--- config.mk ---
export PLATFORM = sky130hd
export DESIGN_NAME = adaptive_traffic_arbiter
export DESIGN_NICKNAME = d
export VERILOG_FILES = /design/src/rtl/adaptive_traffic_arbiter.sv
export SDC_FILE = /design/constraint.sdc
export NUM_CORES = 1
export LEC_CHECK = 0
export ABC_AREA = 1
export BUFFER_PORTS_ARGS = -buffer_cell sky130_fd_sc_hd__buf_2
export CORE_MARGIN = 2
export CORE_UTILIZATION = 50
export DETAILED_ROUTE_END_ITERATION = 12
export PLACE_DENSITY = 0.71
export SYNTH_ARGS = -nofsm -noshare
export SYNTH_HDL_FRONTEND = slang
export SYNTH_SLANG_ARGS = --single-unit
--- constraint.sdc ---
create_clock -name clk -period 4.8 [get_ports clk]
set_clock_uncertainty 0.15 [all_clocks]
set_input_delay 0.24 -clock clk [delete_from_list [all_inputs] [get_ports clk]]
set_output_delay 0.24 -clock clk [all_outputs]
set_load 0.02 [all_outputs]
--- src/rtl/adaptive_traffic_arbiter.sv ---
// Adaptive N-approach intersection controller: sensor-priority green selection with
// round-robin tie-break, min/max green, amber and all-red clearance, night flashing amber.
module adaptive_traffic_arbiter #(
    parameter int N_APP      = 4,
    parameter int SENS_W     = 2,
    parameter int TIMER_W    = 6,
    parameter int GREEN_MIN  = 8,
    parameter int GREEN_MAX  = 30,
    parameter int AMBER_T    = 4,
    parameter int ALLRED_T   = 2,
    parameter int FLASH_HALF = 16
) (
    input  logic                       clk,
    input  logic                       rst_n,
    input  logic [N_APP*SENS_W-1:0]    sensor,
    input  logic                       flash_en,
    output logic [3*N_APP-1:0]         light,
    output logic [$clog2(N_APP)-1:0]   active_idx,
    output logic [1:0]                 phase,
    output logic [TIMER_W-1:0]         phase_cnt
);
    localparam int IW = $clog2(N_APP);
    localparam int FW = (FLASH_HALF > 1) ? $clog2(FLASH_HALF) : 1;

    typedef enum logic [1:0] {GREEN = 2'd0, AMBER = 2'd1, ALLRED = 2'd2, FLASH = 2'd3} phase_e;

    phase_e             ph_q, ph_d;
    logic [TIMER_W-1:0] cnt_q, cnt_d;
    logic [IW-1:0]      act_q, act_d;
    logic               blink_q, blink_d;
    logic [FW-1:0]      fl_q, fl_d;

    logic               gt_other, nz_other, green_exit;
    logic [IW-1:0]      nxt_idx;
    logic [SENS_W-1:0]  best_v, own_v;

    // Competing-demand flags and next-approach scan, all relative to the active approach.
    always_comb begin
        gt_other = 1'b0;
        nz_other = 1'b0;
        own_v    = sensor[int'(act_q)*SENS_W +: SENS_W];
        nxt_idx  = act_q;
        best_v   = '0;
        for (int k = 1; k < N_APP; k++) begin
            int idx;
            idx = int'(act_q) + k;
            if (idx >= N_APP) idx = idx - N_APP;
            if (sensor[idx*SENS_W +: SENS_W] > own_v) gt_other = 1'b1;
            if (sensor[idx*SENS_W +: SENS_W] != '0)   nz_other = 1'b1;
            // Strict > keeps the earliest approach in round-robin order on ties.
            if (sensor[idx*SENS_W +: SENS_W] > best_v) begin
                best_v  = sensor[idx*SENS_W +: SENS_W];
                nxt_idx = IW'(idx);
            end
        end
        green_exit = flash_en
                   | ((cnt_q >= TIMER_W'(GREEN_MIN - 1)) & gt_other)
                   | ((cnt_q == TIMER_W'(GREEN_MAX - 1)) & nz_other);
    end

    always_comb begin
        ph_d    = ph_q;
        cnt_d   = cnt_q + 1'b1;
        act_d   = act_q;
        blink_d = blink_q;
        fl_d    = fl_q;
        unique case (ph_q)
            GREEN: begin
                if (green_exit) begin
                    ph_d  = AMBER;
                    cnt_d = '0;
                end else if (cnt_q == TIMER_W'(GREEN_MAX - 1)) begin
                    cnt_d = cnt_q;
                end
            end
            AMBER: begin
                if (cnt_q == TIMER_W'(AMBER_T - 1)) begin
                    ph_d  = ALLRED;
                    cnt_d = '0;
                end
            end
            ALLRED: begin
                if (cnt_q == TIMER_W'(ALLRED_T - 1)) begin
                    cnt_d = '0;
                    if (flash_en) begin
                        ph_d    = FLASH;
                        blink_d = 1'b1;
                        fl_d    = '0;
                    end else begin
                        ph_d  = GREEN;
                        act_d = nxt_idx;
                    end
                end
            end
            FLASH: begin
                if (!flash_en) begin
                    ph_d  = ALLRED;
                    cnt_d = '0;
                end else if (fl_q == FW'(FLASH_HALF - 1)) begin
                    fl_d    = '0;
                    blink_d = ~blink_q;
                end else begin
                    fl_d = fl_q + 1'b1;
                end
            end
            default: ph_d = ALLRED;
        endcase
    end

    always_ff @(posedge clk or negedge rst_n) begin
        if (!rst_n) begin
            ph_q    <= ALLRED;
            cnt_q   <= '0;
            act_q   <= IW'(N_APP - 1);
            blink_q <= 1'b0;
            fl_q    <= '0;
        end else begin
            ph_q    <= ph_d;
            cnt_q   <= cnt_d;
            act_q   <= act_d;
            blink_q <= blink_d;
            fl_q    <= fl_d;
        end
    end

    always_comb begin
        for (int i = 0; i < N_APP; i++) begin
            light[3*i +: 3] = 3'b100;
            unique case (ph_q)
                GREEN:   if (IW'(i) == act_q) light[3*i +: 3] = 3'b001;
                AMBER:   if (IW'(i) == act_q) light[3*i +: 3] = 3'b010;
                FLASH:   light[3*i +: 3] = blink_q ? 3'b010 : 3'b000;
                default: light[3*i +: 3] = 3'b100;
            endcase
        end
    end

    assign active_idx = act_q;
    assign phase      = ph_q;
    assign phase_cnt  = cnt_q;
endmodule
# Word-level counts from Yosys, hierarchy flattened
# Index checks and enable logic that the tools add are counted.
# Widths: inputs -> output; s select.
# totals
elab_cells	111
register_bits	15
output_inout_bits	22
# op_classes
n_eq_ne	18
magnitude_cmp	10
muxes	49
n_reduce_logical	11
bitwise_logic	6
addsub	8
shift	4
# ops
operator	count
$shiftx 8x32->2	3
$mux 31	3
$pmux 3 s3	4
$mux 6	5
$mux 3	8
$pmux 6 s4	1
$mux 2	11
$mux 4	4
$ne 2x2->1 const B	7
$reduce_and 4->1	3
$sub 3x3->4 const B	3
$gt 2x2->1	5
$mux 1	10
$ge 3x3->1 const B	3
$pmux 2 s4	1
$pmux 4 s2	1
$reduce_bool 2->1	4
$shiftx 8x4->2	1
$add 2x2->3 const B	2
$add 6x1->6 const B	1
$eq 6x1->1 const B	1
$eq 6x2->1 const B	1
$eq 6x5->1 const B	1
$ge 6x3->1 const B	1
16 further kinds	22

# Logic depth before layout (Yosys ltp)
# Gate-level depths: netlist (run 1).
# depth
word_depth	13
mapped_depth	22
depth_no_buf	21

# Worst setup path after synthesis (run 1)
# No wires, ideal clock.
# synth_path
path_kind	reg2reg
start	register act_q[1] (netlist: active_idx[1])
end	register act_q[0] (netlist: active_idx[0])
path_buffers	1
stages_incl_launch_ff	20
t_arrival_ps	3341
setup_slack_ps	1232
setup_time_ps	77
required_time_ps	4573
path_cell_list	dfstp_2 buf_2 inv_1 ha_1 inv_1 nand3_1 nand2_2 ha_1 nor2_1 o21ai_0 inv_1 o21ai_0 ha_1 nor2_1 o21ai_0 nand4_1 and2_1 nand2_1 xor2_1 inv_1
# synth_via
elab_chain_cells	11
# synth_rtl
item	line_no	source
from (decl)	29	logic [IW-1:0] act_q, act_d;
from (signal assigned)	114	act_q <= IW'(N_APP - 1);
from (signal assigned)	120	act_q <= act_d;
$add 2x1->3	46	idx = int'(act_q) + k;
$sub 3x3->4 or $ge 3x3->1 (tied branches)	47	if (idx >= N_APP) idx = idx - N_APP;
$mux 31	47	
$shiftx 8x32->2	51, 52	
$gt 2x1->1	51	if (sensor[idx*SENS_W +: SENS_W] > best_v) begin
$mux 2	51	
$gt 2x2->1	51	
$mux 2	51	
$gt 2x2->1	51	
$reduce_bool 3->1 (no source line)	n/a	
$reduce_and 4->1 (no source line)	n/a	
# Parallel ways exist; a longest one is shown, timed or not. The select of a mux whose other input is x is not followed.
# A chain may end at the register's enable or synchronous reset.

# Final worst setup path (run 1)
# layout_path
start	register act_q[0] (netlist: active_idx[0])
end	register act_q[0] (netlist: active_idx[0])
# Same word-level chain as after synthesis.

==> run_results.csv, run 1 <==
group,metric,value,unit
sta,min_period,3.831,ns
clocking,insertion_delay,0.28,ns
grt,grt_pass1_vias,1365,
sta,finalHoldViolations,0,
clocking,ctsResizeCount,0,
yosys,synthFlopType,"dfrtp_1",
worst_setup_path,worst_setup_path_start_kind,"register",
sta,drv_slew,0,
sta,slew_headroom,70.59,%
yosys,ys_types,29,
layout,fillCellCount,317,
yosys,syn_area_per_cell,6.727,µm²
floorplan,rows,20,
floorplan,boundaryPins,33,
clocking,cts_made_buffers,3,
clocking,cts.htree.levels,1,
layout,final_area,0.001897,mm²
yosys,syn_nets,277,
grt,grt_max_degree,16,
routing,ant_nets,0,
worst_setup_path,critical_path_arrival,3.91,ns
min_path,min_path_type,"in2reg",
routing,wl_per_cell,10.71,µm
place,dp_hpwl,2856,µm
layout,area_growth,14.16,%
place,portBuffers,32,
worst_setup_path,endpoint_kind,"register",
clocking,cts_sinks,15,
layout,multi_input_area,0.001079,mm²
yosys,ys_ff_latch,15,
job,drv_cap,0,
place,place_area,0.001861,mm²
yosys,syn_area,0.001662,mm²
place,gp_congestion,0.8019,
routing,drtIter0Drc,83,
yosys,syn_inst,247,
yosys,yosysWarnings,0,
layout,antenna_cells,0,
clocking,tritoncts,"done",
sta,setup_viol_count_final,0,
floorplan,fp.coreArea,0.003103,mm²
routing,wl,3493,µm
worst_setup_path,crit_slowest_cell,"dfstp_2",
floorplan,die_area,0.003800,mm²
routing,drtPass1Iterations,4,
routing,drcViolationCount,0,
clocking,ctsHoldBuffers,1,
floorplan,dieHeight,61.65,µm
yosys,ys_async_sr_fraction,100.0,%
worst_setup_path,worstPathCellList,"inv_8 -> ha_1 -> inv_1 -> nand3_1 -> nand2_2 -> ha_1 -> nor2_1 -> o21ai_0 -> inv_1 -> o21ai_0 -> ha_1 -> nor2_1 -> o21ai_0 -> nand4_1 -> and2_1 -> nand2_1 -> xor2_1 -> inv_1",
routing,viasPerCell,4.954,
grt,antenna_found_initial,0,
clocking,cts-root-buf,"clkbuf_4",
layout,final_cell_mix,"54 x nand2_1, 47 x inv_1, 32 x buf_2",
sta,tns,0,ns
yosys,synth_edf_count,0,
layout,register_area,379.1,µm²
worst_setup_path,cpPeakStageDelay,0.73,ns
sta,fin_crit_sh,79.81,%
clocking,cts_buffer_depth,2,
yosys,seq_area_frac_synth,22.82,%
layout,mostFrequentLayoutCell,"nand2_1",
worst_setup_path,crit_family,"adder cells",
sta,fin_hold_ws,0.1975,ns
worst_setup_path,cp_max_fo,13,
clocking,cts.clk_slew.worst_paths,0.09,ns
grt,overflow,0,
grt,grt_use_total,20.29,%
sta,rsz0062_at_grt,"false",
routing,dr_total_vias,1615,
clocking,cts_setup_buffers,0,
sta,fmax,261.0,MHz
layout,layout-drive-gt1-share,23.40,%
floorplan,fp.dieW,61.65,µm
status,status,"complete, no violations",
worst_setup_path,worstPathBufferInverterCount,4,
grt,grt_first_pass_wirelength,5809,µm
worst_setup_path,path_class,"reg2reg",
layout,nNetsFinal,313,
worst_setup_path,cp.required,4.88,ns
layout,post-route-util,61.13,%
floorplan,start_util,53.55,%
sta,worst_pin_slew,0.4391,ns
[state kept, by name (all words and copies together), names as in the netlist]
register	count
phase_cnt	6
blink_q	1
fl_q	4
phase	2
active_idx	2
[final timing paths]
| kind | from | to | slack [ns] | cells past startpoint |
|---|---|---|---|---|
| min in group asynchronous | rst_n | fl_q[3] | 0.24 | 2 |
| setup / recovery | active_idx[0] | active_idx[0] | 0.97 | 18 |
| hold / removal | flash_en | fl_q[0] | 0.20 | 3 |
| max in group asynchronous | rst_n | phase[1] | 3.96 | 2 |
| setup reg to reg | active_idx[0] | active_idx[0] | 0.97 | 18 |
| hold reg to reg | fl_q[1] | fl_q[1] | 0.38 | 2 |
[cell families (layout without fill, tap and decap cells)]
group / after synthesis / after routing / synth area share, %
compound gates: 27 / 27 / 8.962
xor+xnor: 6 / 6 / 3.163
fa+ha+maj: 19 / 19 / 14.31
buf+inv: 50 / 85 / 12.27
flops: 15 / 15 / 22.82
mux: 1 / 1 / 0.6777
simple gates: 129 / 129 / 37.80
[Yosys cell counts, types with 2 or more instances]
| cell type | count | share of area, % |
|---|---|---|
| nand2_1 | 54 | 12 |
| inv_1 | 47 | 11 |
| nand3_1 | 25 | 7.5 |
| nor2_1 | 21 | 4.7 |
| ha_1 | 19 | 14 |
| nand2_2 | 13 | 4.9 |
| dfrtp_1 | 12 | 18 |
| a21oi_1 | 10 | 3.0 |
| o21ai_0 | 10 | 3.0 |
| nand3_2 | 5 | 3.0 |
| xor2_1 | 5 | 2.6 |
| nor2_2 | 4 | 1.5 |
| a31oi_1 | 3 | 1.1 |
| dfstp_2 | 3 | 4.7 |
| nand2_4 | 2 | 1.4 |
[through the flow]
step / cells / setup WS, ns
final: 326 / 0.9693
after global routing: 326 / 0.6189
after CTS: 326 / 0.9549
after detailed placement: 321 / 0.9943
after global placement: 321 / 1.065
after floorplan: 247 / 1.232
[worst min-delay path: cells and delay by family]
family | cells | cell delay, ns
buffers and inverters | 1 | 0.12
AO/OA/AOI/OAI | 1 | 0.08
AND/OR/NAND/NOR | 1 | 0.15
[area by class of cell]
| cell class | instances | share of cell area, % |
|---|---|---|
| clock buffer | 4 | 1.385 |
| inverter | 48 | 9.894 |
| multi-input combinational | 182 | 56.86 |
| sequential | 15 | 19.99 |
| tap | 44 | 2.902 |
| timing repair buffer | 33 | 8.971 |
[per-layer routing]
| layer | up-vias | share of wire, % | global-route usage [%] |
|---|---|---|---|
| met5 | - | 0 | 0 |
| met4 | 0 | 0.37 | 2.736 |
| met3 | 2 | 5.0 | 3.782 |
| met2 | 39 | 45 | 34.14 |
| met1 | 723 | 50 | 27.84 |
| li1 | 851 | - | - |
Power of run 1 is not shown: default switching activity piles up to over one toggle a cycle in this logic, so the estimate is an artifact.
==> inputs of run 2 (changes only) <==
- ABC_AREA: 1 -> 0
- clock period: 4.8 -> 3.8 ns (I/O delays scaled with it)
==> run 2 against run 1 <==
Sequential share of layout area barely moved. Area after synthesis fell by 3.7%. Flip-flop and latch count stayed put. Wire length rose by 4.4%. Hold slack worse by 0.12 ns.
==> run_results.csv, run 2 <==
group,metric,value,unit
layout,nNetsFinal,246,
yosys,synthFlopType,"dfrtp_1",
grt,grt_pass1_vias,1461,
worst_setup_path,critical_path_arrival,3.62,ns
sta,fin_crit_sh,93.83,%
grt,overflow,0,
floorplan,start_util,52.42,%
clocking,cts.htree.levels,1,
worst_setup_path,worst_setup_path_start_kind,"register",
worst_setup_path,cp.required,3.86,ns
status,status,"complete, no violations",
floorplan,fp.dieW,60.58,µm
grt,grt_first_pass_wirelength,6389,µm
min_path,min_path_type,"in2reg",
yosys,yosys-top-cells-count,"19 x ha_1, 17 x o21ai_0, 12 x dfrtp_1, 12 x nand2_1, 10 x a21oi_1",
grt,grt_max_degree,19,
sta,finalHoldViolations,0,
power,vdd_drop_max,455.2,µV
grt,antenna_found_initial,0,
grt,grt_use_total,22.49,%
layout,area_growth,18.45,%
yosys,ys_types,45,
yosys,ys_async_sr_fraction,100.0,%
sta,min_period,3.566,ns
place,dp_hpwl,2927,µm
place,gp_congestion,0.8128,
routing,drtIter0Drc,67,
yosys,synth.area.top_cells,"dfrtp_1 19%, ha_1 15%, mux4_2 5.6%, o21ai_0 5.3%, dfstp_2 4.9%",
yosys,syn_area_per_cell,9.041,µm²
yosys,yosysTopAreaCell,"dfrtp_1",
worst_setup_path,endpoint_kind,"register",
power,swShare,51.12,%
clocking,cts_made_buffers,3,
worst_setup_path,path_class,"reg2reg",
layout,final_cell_mix,"32 x buf_2, 18 x ha_1, 14 x o21ai_0",
floorplan,die_area,0.003669,mm²
yosys,syn_area,0.001600,mm²
power,power.switching,867.2,µW
place,portBuffers,32,
floorplan,fp.coreArea,0.003053,mm²
routing,highest_layer,"met4",
sta,tns,0,ns
clocking,insertion_delay,0.28,ns
clocking,cts_buffer_depth,2,
floorplan,dieHeight,60.58,µm
yosys,syn_nets,207,
yosys,seq_area_frac_synth,23.69,%
sta,fin_hold_ws,0.07977,ns
routing,dr_wl_met3,171,µm
power,power_frac_comb,76.5,%
routing,wl,3648,µm
routing,viasPerCell,5.815,
power,clkPwrFrac,5.5,%
floorplan,rows,20,
layout,antenna_cells,0,
yosys,ys_ff_latch,15,
floorplan,boundaryPins,33,
routing,wl_per_cell,14.08,µm
routing,dr_total_vias,1506,
power,p_total,1696,µW
clocking,cts-root-buf,"clkbuf_4",
routing,wl_met1,1707,µm
clocking,tritoncts,"done",
routing,drcViolationCount,0,
job,drv_cap,0,
place,place_inst,253,
yosys,yosysWarnings,0,
power,power.share.sequential,18.1,%
yosys,synth_edf_count,0,
sta,worst_pin_slew,0.6580,ns
sta,rsz0062_at_grt,"false",
sta,drv_slew,0,
sta,setup_viol_count_final,0,
power,power_density,894.9,mW/mm²
yosys,synth_top_area_share,18.76,%
layout,mostFrequentLayoutCell,"buf_2",
layout,largest_reg_flops,6,
routing,drtPass1Iterations,4,
worst_setup_path,cp_max_fo,8,
sta,fmax,280.5,MHz
layout,layout-drive-gt1-share,28.84,%
yosys,yosysMostFrequentCell,"ha_1",
power,p_leak,0.0008929,µW
layout,final_cells,259,
sta,slew_headroom,55.80,%
clocking,cts.clk_slew.worst_paths,0.09,ns
yosys,syn_inst,177,
clocking,cts_sinks,15,
routing,route.met2.wl,1717,µm
routing,ant_nets,0,
power,internal_power,829.2,µW
[run 2: cell count changes after synthesis, sizes merged, moves of 7 or more]
| cell | previous run | this run |
|---|---|---|
| nand2 | 69 | 12 |
| inv | 48 | 9 |
| nand3 | 31 | 7 |
| nor2 | 25 | 10 |
| and2 | 1 | 9 |
| nand2b | 0 | 7 |
[run 2: final cells by class]
type	count	area, µm²
clock inverter	1	5.005
inverter	9	33.78
fill	275	1157
sequential	15	379.1
clock buffer	3	22.52
tap	44	55.05
timing repair buffer	39	215.2
multi-input combinational	148	1185
[run 2: logic make-up after synthesis]
group                      Yosys count  synth area share [%]
buffers and inverters               14                 3.831
adders and majority gates           19                 14.86
xor gates and xnor gates             5                 2.737
DFF                                 15                 23.69
AOI/OAI and AO/OA                   45                 18.06
and+or+nand+nor                     67                 23.92
muxes                               12                 12.90
[run 2: power by group through the flow]
stage	Sequential, µW	Clock (µW)	Combinational [µW]
after floorplan	324	0	928
after global placement	303	0	1210
after detailed placement	308	0	1260
after CTS	306	94.9	1270
after global routing	320	99.7	1460
final	307	92.7	1300
[run 2: timing repair]
action,CTS,global route
pin swaps,0,1
setup buffers,0,1
endpoints found under the setup margin,2,2
hold endpoints to repair,15,0
hold buffers,1,0
gates resized for setup,1,3
[run 2: metal layers]
metal | global-route usage (%) | vias up
met5 | 0 | -
met2 | 38.86 | 49
met1 | 30.23 | 714
met3 | 2.345 | 7
met4 | 5.590 | 0
li1 | - | 736
[run 2: critical path: stages, from the launching register on]
cell and delay, ns:
dfstp_2 0.54, inv_1 0.07, ha_4 0.33, mux4_2 0.55, inv_1 0.11, ha_1 0.25
nor2_1 0.14, o22ai_2 0.10, nand2_1 0.08, o21ai_0 0.08, ha_1 0.29, nand2_1 0.05
o21ai_1 0.12, a311oi_2 0.30, o21ai_1 0.11, a22oi_1 0.21
[run 2: per-stage QoR]
stage	setup slack (ns)	utilization [%]	cell area (µm²)
global placement	0.1522	60.00	1832
finish	0.2344	62.09	1896
detailed placement	-0.04862	60.00	1832
floorplan	0.01299	-	1609
CTS	0.002644	61.31	1872
global route	0.005474	62.09	1896
[run 2: final timing paths]
kind,cells after the start,endpoint,from,slack [ns]
worst min register to register,1,fl_q[3],fl_q[3],0.33
worst min-delay path,3,fl_q[3],flash_en,0.08
min in group asynchronous,2,phase_cnt[4],rst_n,0.18
max in group asynchronous,2,phase[1],rst_n,3.02
worst max register to register,15,active_idx[1],active_idx[0],0.23
worst max-delay path,15,active_idx[1],active_idx[0],0.23
No activity file was read; power rests on OpenSTA's default activity.
